===== config.mk =====
export PLATFORM = sky130hd
export DESIGN_NAME = timer_ctrl
export DESIGN_NICKNAME = d
export VERILOG_FILES = /design/src/rtl/timer_ctrl_pkg.sv /design/src/rtl/timer_ctrl_prescaler.sv /design/src/rtl/timer_ctrl.sv
export SDC_FILE = /design/constraint.sdc
export NUM_CORES = 1
export LEC_CHECK = 0
export CAP_MARGIN = 15
export CORE_ASPECT_RATIO = 1.25
export CORE_MARGIN = 1
export CORE_UTILIZATION = 30
export DETAILED_ROUTE_END_ITERATION = 16
export PLACE_DENSITY = 0.65
export SLEW_MARGIN = 5
export SYNTH_ARGS = -nofsm -noshare
export SYNTH_HDL_FRONTEND = slang
export SYNTH_SLANG_ARGS = --single-unit

===== constraint.sdc =====
create_clock -name i_clk -period 2.8 [get_ports i_clk]
set_clock_uncertainty 0.1 [all_clocks]
set_input_delay 0.56 -clock i_clk [delete_from_list [all_inputs] [get_ports i_clk]]
set_output_delay 0.56 -clock i_clk [all_outputs]
set_load 0.03 [all_outputs]

===== src/rtl/timer_ctrl_pkg.sv =====
// Shared definitions for timer_ctrl: register word addresses, CTRL/STATUS bit
// positions and the sequencing FSM state encoding.
package timer_ctrl_pkg;

    localparam logic [2:0] ADDR_CTRL   = 3'd0;
    localparam logic [2:0] ADDR_PERIOD = 3'd1;
    localparam logic [2:0] ADDR_STATUS = 3'd2;
    localparam logic [2:0] ADDR_COUNT  = 3'd3;
    localparam logic [2:0] ADDR_PRESC  = 3'd4;

    localparam int CTRL_EN       = 0;
    localparam int CTRL_PERIODIC = 1;
    localparam int CTRL_IE       = 2;

    localparam int STAT_PEND     = 0;
    localparam int STAT_RUNNING  = 1;

    typedef enum logic [1:0] {
        ST_IDLE = 2'd0,
        ST_LOAD = 2'd1,
        ST_RUN  = 2'd2,
        ST_STOP = 2'd3
    } state_t;

endpackage


===== src/rtl/timer_ctrl_prescaler.sv =====
// timer_prescaler: divides the clock into a tick every (i_div+1) cycles.
// Only compiled when TIMER_CTRL_PRESCALER_EN is defined.
`ifdef TIMER_CTRL_PRESCALER_EN
module timer_prescaler #(
    parameter int PRESC_W = 8
) (
    input  logic               i_clk,
    input  logic               i_rst,
    input  logic               i_clear,
    input  logic [PRESC_W-1:0] i_div,
    output logic               o_tick
);

    logic [PRESC_W-1:0] r_cnt;

    assign o_tick = (r_cnt == i_div);

    always_ff @(posedge i_clk) begin
        if (i_rst || i_clear) begin
            r_cnt <= '0;
        end else if (o_tick) begin
            r_cnt <= '0;
        end else begin
            r_cnt <= r_cnt + 1'b1;
        end
    end

endmodule
`endif


===== src/rtl/timer_ctrl.sv =====
// timer_ctrl: bus-mapped register file and IDLE/LOAD/RUN/STOP sequencer for one
// period counter. Optional prescaler enabled by defining TIMER_CTRL_PRESCALER_EN.
module timer_ctrl
    import timer_ctrl_pkg::*;
#(
    parameter int WIDTH   = 16,
    parameter int PRESC_W = 8
) (
    input  logic             i_clk,
    input  logic             i_rst,
    input  logic [2:0]       i_addr,
    input  logic             i_we,
    input  logic [WIDTH-1:0] i_wdata,
    output logic [WIDTH-1:0] o_rdata,
    output logic             o_irq,
    output logic             o_tmr_en,
    output logic             o_tmr_we,
    output logic             o_tmr_srst,
    output logic [WIDTH-1:0] o_tmr_data,
    input  logic             i_tmr_trig,
    input  logic [WIDTH-1:0] i_tmr_cnt
);

    state_t             r_state;
    state_t             w_next;
    logic               r_en;
    logic               r_periodic;
    logic               r_ie;
    logic               r_pend;
    logic               r_irq;
    logic [WIDTH-1:0]   r_period;
    logic [PRESC_W-1:0] w_presc;
    logic               w_tick;
    logic               w_wr_ctrl;
    logic               w_wr_period;
    logic               w_wr_status;
    logic               w_trig_run;
    logic               w_hw_clr;

    assign w_wr_ctrl   = i_we && (i_addr == ADDR_CTRL);
    assign w_wr_period = i_we && (i_addr == ADDR_PERIOD);
    assign w_wr_status = i_we && (i_addr == ADDR_STATUS);
    // Expiry only counts while the counter is actually owned by RUN.
    assign w_trig_run  = i_tmr_trig && (r_state == ST_RUN);
    assign w_hw_clr    = w_trig_run && !r_periodic;

`ifdef TIMER_CTRL_PRESCALER_EN
    logic               r_presc;
    logic [PRESC_W-1:0] r_presc_div;
    logic               w_wr_presc;

    assign w_wr_presc = i_we && (i_addr == ADDR_PRESC);
    assign r_presc    = (r_state == ST_LOAD);
    assign w_presc    = r_presc_div;

    always_ff @(posedge i_clk) begin
        if (i_rst) begin
            r_presc_div <= '0;
        end else if (w_wr_presc) begin
            r_presc_div <= i_wdata[PRESC_W-1:0];
        end
    end

    timer_prescaler #(.PRESC_W(PRESC_W)) u_prescaler (
        .i_clk   (i_clk),
        .i_rst   (i_rst),
        .i_clear (r_presc),
        .i_div   (r_presc_div),
        .o_tick  (w_tick)
    );
`else
    assign w_tick  = 1'b1;
    assign w_presc = '0;
`endif

    always_ff @(posedge i_clk) begin
        if (i_rst) begin
            r_en       <= 1'b0;
            r_periodic <= 1'b0;
            r_ie       <= 1'b0;
            r_period   <= '0;
            r_pend     <= 1'b0;
            r_irq      <= 1'b0;
        end else begin
            if (w_wr_ctrl) begin
                r_en       <= i_wdata[CTRL_EN];
                r_periodic <= i_wdata[CTRL_PERIODIC];
                r_ie       <= i_wdata[CTRL_IE];
            end else if (w_hw_clr) begin
                r_en <= 1'b0;
            end
            if (w_wr_period) begin
                r_period <= i_wdata;
            end
            // A set from the counter beats a simultaneous software clear.
            if (w_trig_run) begin
                r_pend <= 1'b1;
            end else if (w_wr_status && i_wdata[STAT_PEND]) begin
                r_pend <= 1'b0;
            end
            r_irq <= r_pend && r_ie;
        end
    end

    always_ff @(posedge i_clk) begin
        if (i_rst) begin
            r_state <= ST_IDLE;
        end else begin
            r_state <= w_next;
        end
    end

    always_comb begin
        w_next     = r_state;
        o_tmr_we   = 1'b0;
        o_tmr_en   = 1'b0;
        o_tmr_srst = i_rst;
        case (r_state)
            ST_IDLE: begin
                if (r_en) w_next = ST_LOAD;
            end
            ST_LOAD: begin
                o_tmr_we = !i_rst;
                w_next   = ST_RUN;
            end
            ST_RUN: begin
                o_tmr_en = w_tick && !i_rst;
                if (w_wr_ctrl && !i_wdata[CTRL_EN]) begin
                    w_next = ST_STOP;
                end else if (w_hw_clr) begin
                    w_next = ST_IDLE;
                end else if (w_wr_period) begin
                    w_next = ST_LOAD;
                end
            end
            ST_STOP: begin
                o_tmr_srst = 1'b1;
                w_next     = ST_IDLE;
            end
            default: w_next = ST_IDLE;
        endcase
    end

    assign o_tmr_data = r_period;
    assign o_irq      = r_irq;

    always_comb begin
        o_rdata = '0;
        case (i_addr)
            ADDR_CTRL: begin
                o_rdata[CTRL_EN]       = r_en;
                o_rdata[CTRL_PERIODIC] = r_periodic;
                o_rdata[CTRL_IE]       = r_ie;
            end
            ADDR_PERIOD: o_rdata = r_period;
            ADDR_STATUS: begin
                o_rdata[STAT_PEND]    = r_pend;
                o_rdata[STAT_RUNNING] = (r_state == ST_RUN);
            end
            ADDR_COUNT:  o_rdata = i_tmr_cnt;
            ADDR_PRESC:  o_rdata = WIDTH'(w_presc);
            default:     o_rdata = '0;
        endcase
    end

endmodule


==> impl_metrics.yaml <==
run_status:
  status: "finished, final reports clean"
timing:
  rsz0062_at_grt: "false"
  post-route-min-period_ns: 2.70
  tightest_slew_ns: 0.582
  fmax_mhz: 370
  hold_violations: 0
  fin_setup_tns_ns: 0
  finalMaxSlewViolations: 0
  slew_headroom: 0.612
  period_share: 0.964
  setup_viol_count_final: 0
pwr:
  p_sw_frac: 0.269
  pwr-share-comb: 0.234
  p_leak_nw: 0.776
  internal-power_w: 0.000523
  p_switching_w: 0.000192
  power.share.clock: 0.294
  vdd_drop_max_uv: 243
  power_frac_seq: 0.472
  p_per_area_nw_per_um2: 356
critical_path:
  critPathLaunchType: "input port"
  crit_chain: "clkdlybuf4s50_1 -> mux4_2 -> nor2b_1 -> dlygate4sd2_1"
  cp_top_family: "buffers and inverters"
  reg2reg_depth: 3
  cp.required_ns: 2.14
  critPathKind: "input port to output pin"
  worst-path-buf-inv: 2
  worst_ep_arrival_time_ns: 2.04
  worstPathMaxFanout: 2
  cpPeakStageDelay_ns: 0.51
  path_depth: 4
  worst_setup_path_end_kind: "output pin"
  critPathSlowestCell: "clkdlybuf4s50_1"
synth:
  ys_top_cells_by_area: "dfxtp_1, mux2i_1, nand2_1"
  synth_compound_area_frac: 0.129
  ys_warn_count: 0
  yosys.area_share.simple: 0.266
  syn_nets: 187
  synth_top_area_share: 0.379
  synthCells: 148
  yosysUniqueCellTypes: 28
  avgSynthCellArea_um2: 8.20
  synthXorXnorAreaFrac: 0
  synth_top_family_by_area: "simple AND/OR/NAND/NOR gates"
  syn_area_um2: 1210
  synth-adder-area-share: 0
  synthMuxAreaShare: 0.169
  ys_seq_area_frac: 0.379
  yosysTopAreaCell: "dfxtp_1"
  synth_seq_cells: 23
floorplanning:
  num_rows: 25
  ioPinCount: 75
  initial_core_util: 0.318
  die_x_um: 58.9
  die_h_um: 73.1
  coreArea_um2: 3820
  die-area_um2: 4310
clock_tree:
  worstSkewPairLatency_ns: 0.27
  cts_hold_buf: 0
  cts_tree: "yes"
  numCtsBuffers: 3
  clkSlewWorstSetupHoldPaths_ns: 0.09
  clk_path_buf_depth: 2
  clock-sinks: 23
  clockRootBuffer: "clkbuf_8"
  post_cts_buffers: 0
  htree_levels: 1
place:
  gp_congestion: 0.777
  dp_hpwl_um: 2740
  numPortBuffers: 74
  place_area_um2: 1960
cells_and_area:
  nNetsFinal: 262
  mostFrequentLayoutCells: "clkdlybuf4s50_1, nand2_1, buf_4, dfxtp_1, a21oi_1"
  area_growth_pct: 65.6
  layout-drive-gt1-share: 0.158
  final_util: 0.527
  fin_area_um2: 2010
  fillers: 409
  diodes: 0
  final_common_cell: "clkdlybuf4s50_1"
route:
  drc_errors: 0
  wl_per_cell_um: 12.9
  routed_via_density: 4.70
  drt_iter0_drc: 24
  vias: 1297
  wl_um: 3570
  first_pass_iters: 4
  antenna_left: 0
min_path:
  hold_depth: 2
  hold_class: "flop to flop"
job:
  drv_cap: 0
grt:
  grt_pass1_vias: 1281
  grt_first_pass_wirelength_um: 5600
  grt-ovfl-total: 0
  grt_max_degree: 21
  track_usage: 0.172
  antenna_found_initial: 0
==> worst min-delay path: cells and delay by family (launching register included) <==
kind             cells  cell delay [ns]
DFF                  1             0.33
and+or+nand+nor      2             0.09
==> routing by layer <==
metal	GRT usage	share of wire	up-vias
li1	-	-	644
met1	0.182	0.38	606
met5	0	0	-
met3	0.0213	0.048	4
met2	0.333	0.55	43
met4	0.0714	0.015	0
==> stage by stage <==
step	hold WS, ns	worst slack, ns	power (W)	std cells
2_1_floorplan	0.316	0.653	0.000423	148
3_3_place_gp	0.352	-0.131	0.000511	272
3_5_place_dp	0.352	-0.140	0.000515	272
4_1_cts	0.360	0.0917	0.000723	276
5_1_grt	0.374	0.0430	0.000750	276
6_report	0.352	0.0997	0.000716	276
==> power by group through the flow <==
stage                     sequential [W]  clock, W  combinational, W
final                           0.000338  0.000210          0.000167
after global routing            0.000339  0.000232          0.000178
after CTS                       0.000338  0.000216          0.000169
after detailed placement        0.000346         0          0.000169
after global placement          0.000346         0          0.000165
after floorplan                 0.000354         0         0.0000689
==> sequential cells by signal (all words and copies together) (netlist names) <==
register and count:
o_tmr_data 16, r_pend 1, r_state 2, r_en 1, r_ie 1, r_periodic 1, o_irq 1
==> final timing paths <==
path	start	to	slack [ns]
worst max-delay path	i_addr[1]	o_rdata[0]	0.1
worst min-delay path	r_pend	o_irq	0.35
worst max register to register	r_state[1]	r_en	1.47
worst min register to register	r_pend	o_irq	0.35
==> area by class of cell <==
cell class / count / area, um2 / area share
sequential: 23 / 460 / 0.229
multi-input combinational: 112 / 684 / 0.341
clock inverter: 1 / 5.00 / 0.00249
timing repair buffer: 80 / 739 / 0.368
clock buffer: 3 / 41.3 / 0.0205
inverter: 3 / 11.3 / 0.00560
tap: 54 / 67.6 / 0.0336
==> synthesized netlist by cell type, drive strengths merged <==
master and n:
inv 3, nand4bb 1, nand4b 1, nand2 35
nor4b 1, a311o 1, a211oi 1, nand2b 2
or2 1, o21a 1, mux2i 16, clkbuf 2
nor2b 6, dfxtp 23, a31oi 1, nor2 17
buf 8, a21o 1, and4bb 1, a21oi 19
nor3 1, a22oi 1, o21ai 1, mux4 2
nand3 2
==> logic make-up (layout without fill, tap and decap cells) <==
logic type,Yosys count,after routing
buf+inv,13,87
simple gates,68,68
mux,18,18
compound gates,26,26
flops,23,23
==> repair_timing <==
item                                   CTS  global route
setup endpoints to repair                1             0
endpoints found under the hold margin    0             0
gates resized for setup                  1             0
Note: power is estimated with default switching activity, not from simulation.
